--- config.mk ---
export PLATFORM = sky130hd
export DESIGN_NAME = mc_ctrl
export DESIGN_NICKNAME = d
export VERILOG_FILES = /design/src/rtl/mc_ctrl_pkg.sv /design/src/rtl/mc_ctrl_imm_gen.sv /design/src/rtl/mc_ctrl.sv
export SDC_FILE = /design/constraint.sdc
export NUM_CORES = 1
export LEC_CHECK = 0
export CAP_MARGIN = 10
export CORE_UTILIZATION = 47
export CTS_BUF_LIST = sky130_fd_sc_hd__clkbuf_8
export DETAILED_ROUTE_END_ITERATION = 8
export PLACE_DENSITY_LB_ADDON = 0.05
export SYNTH_ARGS = -nofsm -noshare
export SYNTH_HDL_FRONTEND = slang
export SYNTH_SLANG_ARGS = --single-unit
--- constraint.sdc ---
create_clock -name clk -period 3.05 [get_ports clk]
set_input_delay 0.4575 -clock clk [delete_from_list [all_inputs] [get_ports clk]]
set_output_delay 0.4575 -clock clk [all_outputs]
set_load 0.02 [all_outputs]
--- src/rtl/mc_ctrl_pkg.sv ---
// rtl/mc_ctrl_pkg.sv - RV32I subset encodings, ALU codes, FSM state and decode helper for mc_ctrl
package mc_ctrl_pkg;

  localparam logic [6:0] OPC_RTYPE  = 7'b0110011;
  localparam logic [6:0] OPC_OPIMM  = 7'b0010011;
  localparam logic [6:0] OPC_LOAD   = 7'b0000011;
  localparam logic [6:0] OPC_STORE  = 7'b0100011;
  localparam logic [6:0] OPC_BRANCH = 7'b1100011;

  localparam logic [2:0] F3_ADD_SUB = 3'b000;
  localparam logic [2:0] F3_AND     = 3'b111;
  localparam logic [2:0] F3_OR      = 3'b110;
  localparam logic [2:0] F3_ADDI    = 3'b000;
  localparam logic [2:0] F3_LW      = 3'b010;
  localparam logic [2:0] F3_SW      = 3'b010;
  localparam logic [2:0] F3_BEQ     = 3'b000;

  localparam logic [6:0] F7_BASE = 7'b0000000;
  localparam logic [6:0] F7_SUB  = 7'b0100000;

  localparam logic [3:0] ALU_ADD = 4'b0010;
  localparam logic [3:0] ALU_SUB = 4'b0110;
  localparam logic [3:0] ALU_AND = 4'b0000;
  localparam logic [3:0] ALU_OR  = 4'b0001;

  localparam logic [1:0] SRC_REG = 2'b00;
  localparam logic [1:0] SRC_IMM = 2'b01;

  typedef enum logic [2:0] {
    ST_IDLE,
    ST_DECODE,
    ST_EXEC,
    ST_MEM,
    ST_WB
`ifdef MC_CTRL_ILLEGAL_TRAP_EN
    , ST_TRAP
`endif
  } state_t;

  typedef enum logic [1:0] {K_ALU, K_LW, K_SW, K_BEQ} kind_t;

  typedef struct packed {
    logic       legal;
    kind_t      kind;
    logic [3:0] alu;
    logic [1:0] src;
  } dec_t;

  function automatic dec_t decode(input logic [6:0] opc, input logic [2:0] f3, input logic [6:0] f7);
    dec_t d;
    d = '{1'b0, K_ALU, ALU_AND, SRC_REG};
    case (opc)
      OPC_RTYPE: begin
        if (f3 == F3_ADD_SUB && f7 == F7_BASE)   d = '{1'b1, K_ALU, ALU_ADD, SRC_REG};
        else if (f3 == F3_ADD_SUB && f7 == F7_SUB) d = '{1'b1, K_ALU, ALU_SUB, SRC_REG};
        else if (f3 == F3_AND && f7 == F7_BASE)  d = '{1'b1, K_ALU, ALU_AND, SRC_REG};
        else if (f3 == F3_OR && f7 == F7_BASE)   d = '{1'b1, K_ALU, ALU_OR, SRC_REG};
      end
      OPC_OPIMM:  if (f3 == F3_ADDI) d = '{1'b1, K_ALU, ALU_ADD, SRC_IMM};
      OPC_LOAD:   if (f3 == F3_LW)   d = '{1'b1, K_LW, ALU_ADD, SRC_IMM};
      OPC_STORE:  if (f3 == F3_SW)   d = '{1'b1, K_SW, ALU_ADD, SRC_IMM};
      OPC_BRANCH: if (f3 == F3_BEQ)  d = '{1'b1, K_BEQ, ALU_SUB, SRC_REG};
      default: ;
    endcase
    return d;
  endfunction

endpackage

--- src/rtl/mc_ctrl_imm_gen.sv ---
// rtl/mc_ctrl_imm_gen.sv - combinational immediate extraction for I, S and B formats
module imm_gen
  import mc_ctrl_pkg::*;
(
  input  logic [31:0] i_instr,
  output logic [31:0] o_imm32
);

  // rs1/funct3 never contribute to an immediate
  logic w_unused;
  assign w_unused = ^i_instr[19:12];

  always_comb begin
    case (i_instr[6:0])
      OPC_OPIMM, OPC_LOAD: o_imm32 = {{20{i_instr[31]}}, i_instr[31:20]};
      OPC_STORE:           o_imm32 = {{20{i_instr[31]}}, i_instr[31:25], i_instr[11:7]};
      OPC_BRANCH:          o_imm32 = {{19{i_instr[31]}}, i_instr[31], i_instr[7],
                                      i_instr[30:25], i_instr[11:8], 1'b0};
      default:             o_imm32 = '0;
    endcase
  end

endmodule

--- src/rtl/mc_ctrl.sv ---
// rtl/mc_ctrl.sv - multi-cycle RV32I subset controller; MC_CTRL_ILLEGAL_TRAP_EN selects trap-on-illegal
module mc_ctrl
  import mc_ctrl_pkg::*;
(
  input  logic        clk,
  input  logic        rst_n,
  input  logic        instr_valid,
  output logic        instr_ready,
  input  logic [31:0] instr,
  input  logic        zero,
  input  logic        mem_ack,
  output logic [3:0]  ALUControl,
  output logic [1:0]  ALUSrc,
  output logic [31:0] imm32,
  output logic        RegWrite,
  output logic        MemRead,
  output logic        MemWrite,
  output logic        MemtoReg,
  output logic        branch_taken,
  output logic        done,
  output logic        illegal
);

  state_t      r_state, w_next;
  logic [31:0] r_instr;
  logic [31:0] w_imm32;
  logic [3:0]  r_alu_ctrl;
  logic [1:0]  r_alu_src;
  logic [31:0] r_imm32;
  dec_t        w_dec;

  assign w_dec = decode(r_instr[6:0], r_instr[14:12], r_instr[31:25]);

  imm_gen u_imm_gen (
    .i_instr (r_instr),
    .o_imm32 (w_imm32)
  );

  always_ff @(posedge clk or negedge rst_n) begin
    if (!rst_n) r_state <= ST_IDLE;
    else        r_state <= w_next;
  end

  always_ff @(posedge clk or negedge rst_n) begin
    if (!rst_n) begin
      r_instr    <= '0;
      r_alu_ctrl <= '0;
      r_alu_src  <= '0;
      r_imm32    <= '0;
    end else begin
      if (r_state == ST_IDLE && instr_valid) r_instr <= instr;
      if (r_state == ST_DECODE) begin
        r_alu_ctrl <= w_dec.alu;
        r_alu_src  <= w_dec.src;
        r_imm32    <= w_imm32;
      end
    end
  end

`ifdef MC_CTRL_ILLEGAL_TRAP_EN
  logic r_illegal;
  always_ff @(posedge clk or negedge rst_n) begin
    if (!rst_n)                                   r_illegal <= 1'b0;
    else if (r_state == ST_DECODE && !w_dec.legal) r_illegal <= 1'b1;
  end
  assign illegal = r_illegal;
`else
  assign illegal = 1'b0;
`endif

  always_comb begin
    w_next = r_state;
    case (r_state)
      ST_IDLE:   if (instr_valid) w_next = ST_DECODE;
      ST_DECODE: begin
        if (w_dec.legal) w_next = ST_EXEC;
`ifdef MC_CTRL_ILLEGAL_TRAP_EN
        else             w_next = ST_TRAP;
`else
        else             w_next = ST_IDLE;
`endif
      end
      ST_EXEC: begin
        case (w_dec.kind)
          K_LW, K_SW: w_next = ST_MEM;
          K_BEQ:      w_next = ST_IDLE;
          default:    w_next = ST_WB;
        endcase
      end
      ST_MEM:    if (mem_ack) w_next = (w_dec.kind == K_LW) ? ST_WB : ST_IDLE;
      ST_WB:     w_next = ST_IDLE;
`ifdef MC_CTRL_ILLEGAL_TRAP_EN
      ST_TRAP:   w_next = ST_TRAP;
`endif
      default:   w_next = ST_IDLE;
    endcase
  end

  // Strobes are decoded from state so an async reset drops them immediately
  always_comb begin
    instr_ready  = (r_state == ST_IDLE);
    RegWrite     = 1'b0;
    MemRead      = 1'b0;
    MemWrite     = 1'b0;
    MemtoReg     = 1'b0;
    branch_taken = 1'b0;
    done         = 1'b0;
    case (r_state)
`ifndef MC_CTRL_ILLEGAL_TRAP_EN
      ST_DECODE: done = !w_dec.legal;
`endif
      ST_EXEC: begin
        if (w_dec.kind == K_BEQ) begin
          done         = 1'b1;
          branch_taken = zero;
        end
      end
      ST_MEM: begin
        MemRead  = (w_dec.kind == K_LW);
        MemWrite = (w_dec.kind == K_SW);
        done     = (w_dec.kind == K_SW) && mem_ack;
      end
      ST_WB: begin
        RegWrite = 1'b1;
        MemtoReg = (w_dec.kind == K_LW);
        done     = 1'b1;
      end
      default: ;
    endcase
  end

  assign ALUControl = r_alu_ctrl;
  assign ALUSrc     = r_alu_src;
  assign imm32      = r_imm32;

endmodule

==> impl_metrics.tcl, run 1 <==
set metrics [dict create \
    status "complete, no violations" \
    crit_fanout 3 \
    hold_viol 0 \
    worstSetupStartpointType "register" \
    rows 26 \
    coreArea_um2 5070 \
    ctsHtreeMaxLevel 2 \
    p_comb_share_pct 22.2 \
    multi_input_comb_area_um2 1040 \
    synth_cell_types 50 \
    netlist.area_leader.share_pct 47.7 \
    min_path_type "in -> async" \
    setup_viol 0 \
    postRouteWirelength_mm 4.76 \
    clock-root-buffer "clkbuf_8" \
    path_clk_slew_ns 0.09 \
    tightestPinTransition_ns 1.04 \
    drtIter0Drc 39 \
    min_period_ns 2.90 \
    powerDensity_nw_per_um2 481 \
    holdBufCountCts 0 \
    cts_max_path_buffers 2 \
    grt_max_degree 48 \
    post_cts_buffers 0 \
    rsz0062_at_grt "false" \
    grt.busiest_layer "met2" \
    n_fill_cell 442 \
    synth-edff-count 0 \
    arrival_ns 2.45 \
    worst_skew_pair.late_latency_ns 0.30 \
    synthCells 206 \
    grtUsageMet1_pct 24.0 \
    final_max_slew_viol_count 0 \
    relSlewSlack_pct 30.7 \
    die_w_um 74.5 \
    syn_area_um2 2470 \
    power.internal_w 0.00113 \
    syn_area_per_cell_um2 12.0 \
    die_area_um2 5540 \
    drv_cap 0 \
    synth_seq_cells 47 \
    peakVddDrop_mv 0.359 \
    synth_ff_type "dfrtp_1" \
    layout.core_utilization_pct 64.1 \
    yosys_warnings 0 \
    sequentialPowerShare_pct 48.9 \
    wl_per_cell_um 14.0 \
    pwr-share-clk_pct 28.9 \
    grt_pass1_wl_mm 7.56 \
    io_pins 83 \
    regArea_um2 1180 \
    drive_gt1_share_pct 23.3 \
    cts_buffers 5 \
    vias 1737 \
    tns_ns 0 \
    layout_common_cells "clkdlybuf4s50_1, dfrtp_1, mux2_2" \
    die_y_um 74.5 \
    area_growth_pct 31.8 \
    finalCritPeriodShare_pct 95.2 \
    required_ns 2.59 \
    num_antenna_cells 0 \
    met3_usage_pct 5.96 \
    place.gp.congestion 0.766 \
    grt_use_met2_pct 29.2 \
    nNetsFinal 310 \
    switching_share_pct 27.4 \
    final_common_cell "clkdlybuf4s50_1" \
    fmax_mhz 344 \
    grt_use_total_pct 18.4 \
    power.leakage_nw 1.39 \
    drtAntennaViolNets 0 \
    port-buffer-count 74 \
    start_util_pct 48.6 \
    path_class "reg -> out" \
    worst_hold_slack_ns 0.336 \
    antenna_found_initial 0 \
    first_global_vias 1601 \
    clock_skew_ns 0.00718 \
    yosysSeqAreaShare_pct 47.7 \
    gr-total-overflow 0 \
    drt_pass1_iterations 4 \
    place_hpwl_mm 3.41 \
    drc_errors 0 \
    via_per_inst 5.11 \
    critPathCaptureType "output pin" \
    p_sw_w 0.000429 \
    tritoncts "built" \
    ys_async_sr_fraction_pct 100 \
    yosys-top-cells-area "dfrtp_1, mux2_2, buf_4" \
    yosysTopAreaCell "dfrtp_1" \
    rr_worst_depth 10 \
    numClockSinks 47 \
]
==> final timing paths <==
kind / from / end / slack (ns)
setup / recovery: r_instr[12]$_DFFE_PN0P_ / MemRead / 0.15
hold / removal: rst_n / imm32[0]$_DFFE_PN0N_ / 0.34
setup reg to reg: r_instr[12]$_DFFE_PN0P_ / r_state[0]$_DFFE_PN0P_ / 0.83
hold reg to reg: ALUSrc[0]$_DFFE_PN0N_ / ALUSrc[0]$_DFFE_PN0N_ / 0.49
max in group asynchronous: rst_n / r_instr[2]$_DFFE_PN0P_ / 2.07
min in group clk: ALUSrc[0]$_DFFE_PN0N_ / ALUSrc[0]$_DFFE_PN0N_ / 0.49
==> kinds of logic after synthesis <==
group | after synthesis | share of synthesized area (%)
other | 1 | 0.152
adder cells (fa/ha/maj) | 4 | 2.03
multiplexers | 27 | 12.2
AND/OR/NAND/NOR | 54 | 15.7
AO/OA/AOI/OAI | 35 | 11.1
XOR/XNOR | 1 | 0.355
flip-flops | 47 | 47.7
buffers and inverters | 37 | 10.8
==> Yosys cell counts (all sizes together) (2+ instances only) <==
library cell,instances
a221oi,4
a22o,10
a31oi,2
and2,2
and3,3
buf,29
clkbuf,3
dfrtp,47
ha,4
inv,5
mux2,25
mux2i,2
nand2,10
nand3,3
nand4bb,2
nor2,12
nor2b,2
nor3,6
nor3b,2
nor4,3
nor4b,3
o211ai,2
o21a,2
o21ai,7
==> final cells by class <==
type	count	area share (%)
timing repair buffer	86	25.1
clock buffer	5	2.12
tap	70	2.69
inverter	5	0.577
sequential	47	36.2
clock inverter	3	1.35
multi-input combinational	124	32.0
==> worst max-delay path, stage by stage, from the launching register on <==
cell and delay, ns:
dfrtp_1 0.41, or3_4 0.41, nor4b_4 0.30, or2_4 0.17, buf_4 0.11, inv_1 0.06, ha_1 0.21, and3_1 0.16
dlygate4sd2_1 0.31
==> state kept, by name, indices dropped and copies added, names as in the netlist <==
signal      cells
r_instr        27
imm32          13
ALUControl      3
r_state         3
ALUSrc          1
==> metrics by stage <==
stage	cells	worst slack (ns)	total power, W	area [um2]
2_1_floorplan	208	0.489	0.000988	2470
3_3_place_gp	332	0.113	0.00112	3140
3_5_place_dp	332	0.0997	0.00113	3140
4_1_cts	340	0.0174	0.00158	3250
5_1_grt	340	0.0166	0.00164	3250
6_report	340	0.147	0.00156	3250
==> power groups by stage <==
stage / combinational (W) / clock [W] / sequential [W]
final: 0.000347 / 0.000452 / 0.000765
after CTS: 0.000349 / 0.000465 / 0.000765
after global routing: 0.000376 / 0.000492 / 0.000777
after detailed placement: 0.000350 / 0 / 0.000777
after global placement: 0.000343 / 0 / 0.000777
after floorplan: 0.000210 / 0 / 0.000778
==> per-layer routing <==
metal  wire [um]  vias to the layer above  share of wire (%)
met4          25                        0               0.53
met3         280                        2                5.9
met2        2250                       57                 47
li1            -                      843                  -
met1        2200                      835                 46
met5           0                        -                  0
==> repair_timing <==
item,CTS,global route
setup endpoints to repair,5,1
pin swaps,0,0
gates resized for setup,5,3
Power figures use the tool's default switching activity.
==> run 2, diff against run 1 <==
- CORE_MARGIN: default -> 2
- CORE_UTILIZATION: 47 -> 52
- SYNTH_HIERARCHICAL: default -> 1
==> impl_metrics.tcl, run 2 <==
set metrics [dict create \
    switching_share_pct 26.4 \
    io_pins 83 \
    required_ns 2.59 \
    fmax_mhz 347 \
    postRouteWirelength_mm 6.49 \
    finalCritPeriodShare_pct 94.4 \
    drtIter0Drc 114 \
    p_comb_share_pct 18.8 \
    drtAntennaViolNets 0 \
    synthCells 325 \
    rrSetupSlack_ns 1.01 \
    wl_per_cell_um 14.0 \
    powerDensity_nw_per_um2 503 \
    start_util_pct 53.4 \
    numClockSinks 66 \
    path_class "reg -> out" \
    setup_viol 0 \
    rows 29 \
    nNetsFinal 422 \
    min_period_ns 2.88 \
    die_area_um2 7140 \
    cts_max_path_buffers 2 \
    rsz0062_at_grt "false" \
    ctsHtreeMaxLevel 3 \
    coreArea_um2 6310 \
    grt_max_degree 38 \
    cts_buffers 9 \
    largest_reg_flops 32 \
    clock_skew_ns 0.00845 \
    holdBufCountCts 0 \
    worstSetupStartpointType "register" \
    drt_pass1_iterations 4 \
    place.gp.congestion 0.815 \
    die_y_um 84.5 \
    crit_fanout 5 \
    grt_pass1_wl_mm 10.9 \
    peakVddDrop_mv 0.325 \
    rr_worst_depth 6 \
    sequentialPowerShare_pct 48.5 \
    pwr-share-clk_pct 32.7 \
    drc_errors 0 \
    path_clk_slew_ns 0.07 \
    num_antenna_cells 0 \
    min_path_type "in -> async" \
    syn_area_per_cell_um2 10.4 \
    die_w_um 84.5 \
    tns_ns 0 \
    tritoncts "built" \
    area_growth_pct 23.5 \
    p_sw_w 0.000552 \
    worst_skew_pair.late_latency_ns 0.33 \
    yosys_warnings 6 \
    gr-total-overflow 0 \
    relSlewSlack_pct 52.1 \
    final_max_slew_viol_count 0 \
    vias 2360 \
    grt_use_total_pct 19.2 \
    critPathCaptureType "output pin" \
    place_area_um2 3980 \
    power.leakage_nw 2.01 \
    place_hpwl_mm 4.42 \
    syn_area_um2 3370 \
    hold_viol 0 \
    power.internal_w 0.00154 \
    drive_gt1_share_pct 15.6 \
    tightestPinTransition_ns 0.717 \
    arrival_ns 2.42 \
    first_global_vias 2265 \
    antenna_found_initial 0 \
    stdcell_area_um2 4160 \
    clock-root-buffer "clkbuf_8" \
    port-buffer-count 74 \
    via_per_inst 5.11 \
    drv_cap 0 \
    layout_common_cells "nand2_1, clkdlybuf4s50_1, dfrtp_1" \
    status "complete, no violations" \
    final_common_cell "nand2_1" \
]
run 2: cell types whose count changed in the layout (fill, tap and decap cells not counted), moves of 8 or more:
cell	before	now
clkbuf_8	5	13
mux2_2	25	4
a22o_1	10	1
dfrtp_1	47	66
mux2_4	0	23
nand2_1	10	104
run 2: per-layer routing:
layer	track usage, %	vias to the layer above	wire length [um]
met5	0	-	0
met4	6.93	0	68
met3	3.54	6	249
met2	30.4	53	3070
met1	26.6	1132	3100
li1	-	1169	-
run 2: power groups by stage:
stage	combinational (W)	sequential, W	clock (W)
global route	0.000429	0.00103	0.000749
global placement	0.000391	0.00103	0
finish	0.000393	0.00102	0.000684
floorplan	0.000270	0.00103	0
CTS	0.000398	0.00101	0.000701
detailed placement	0.000397	0.00103	0
run 2: through the flow:
step / utilization (%) / hold slack, ns / power, W / setup WS, ns / instances
3_5_place_dp: 63.0 / 0.437 / 0.00143 / 0.107 / 447
4_1_cts: 65.9 / 0.0843 / 0.00211 / 0.00990 / 462
2_1_floorplan: - / 0.162 / 0.00130 / 0.654 / 327
3_3_place_gp: 63.0 / 0.444 / 0.00142 / 0.154 / 447
6_report: 66.0 / 0.0777 / 0.00209 / 0.171 / 462
5_1_grt: 66.0 / 0.102 / 0.00220 / 0.0537 / 462
run 2: final timing paths:
| check | startpoint | end |
|---|---|---|
| setup / recovery | r_instr[2]$_DFFE_PN0P_ | done |
| hold / removal | rst_n | imm32[18]$_DFFE_PN0N_ |
| setup reg to reg | r_instr[2]$_DFFE_PN0P_ | r_state[0]$_DFFE_PN0P_ |
| hold reg to reg | imm32[22]$_DFFE_PN0N_ | imm32[22]$_DFFE_PN0N_ |
| max in group asynchronous | rst_n | r_instr[21]$_DFFE_PN0P_ |
| min in group clk | imm32[22]$_DFFE_PN0N_ | imm32[22]$_DFFE_PN0N_ |
run 2: critical path: stages, from the launching register on:
cell	delay, ns
dfrtp_1	0.39
and4bb_2	0.36
nand2_1	0.11
or3_1	0.43
inv_1	0.10
ha_1	0.17
inv_1	0.04
o21ai_0	0.14
a21oi_1	0.08
o21ai_0	0.07
clkbuf_2	0.19
run 2: repair_timing:
action	4_1_cts	5_1_grt
setup endpoints to repair	3	3
gates resized for setup	3	6
setup buffers	0	0
run 2: final cells by class:
cell class | count | area, um2
repair buffers | 82 | 793
multi-input cells | 218 | 1420
fillers | 522 | 2150
clock inverters | 2 | 10.0
inverters | 4 | 15.0
clock buffers | 13 | 179
well taps | 77 | 96.3
flip-flops and latches | 66 | 1650
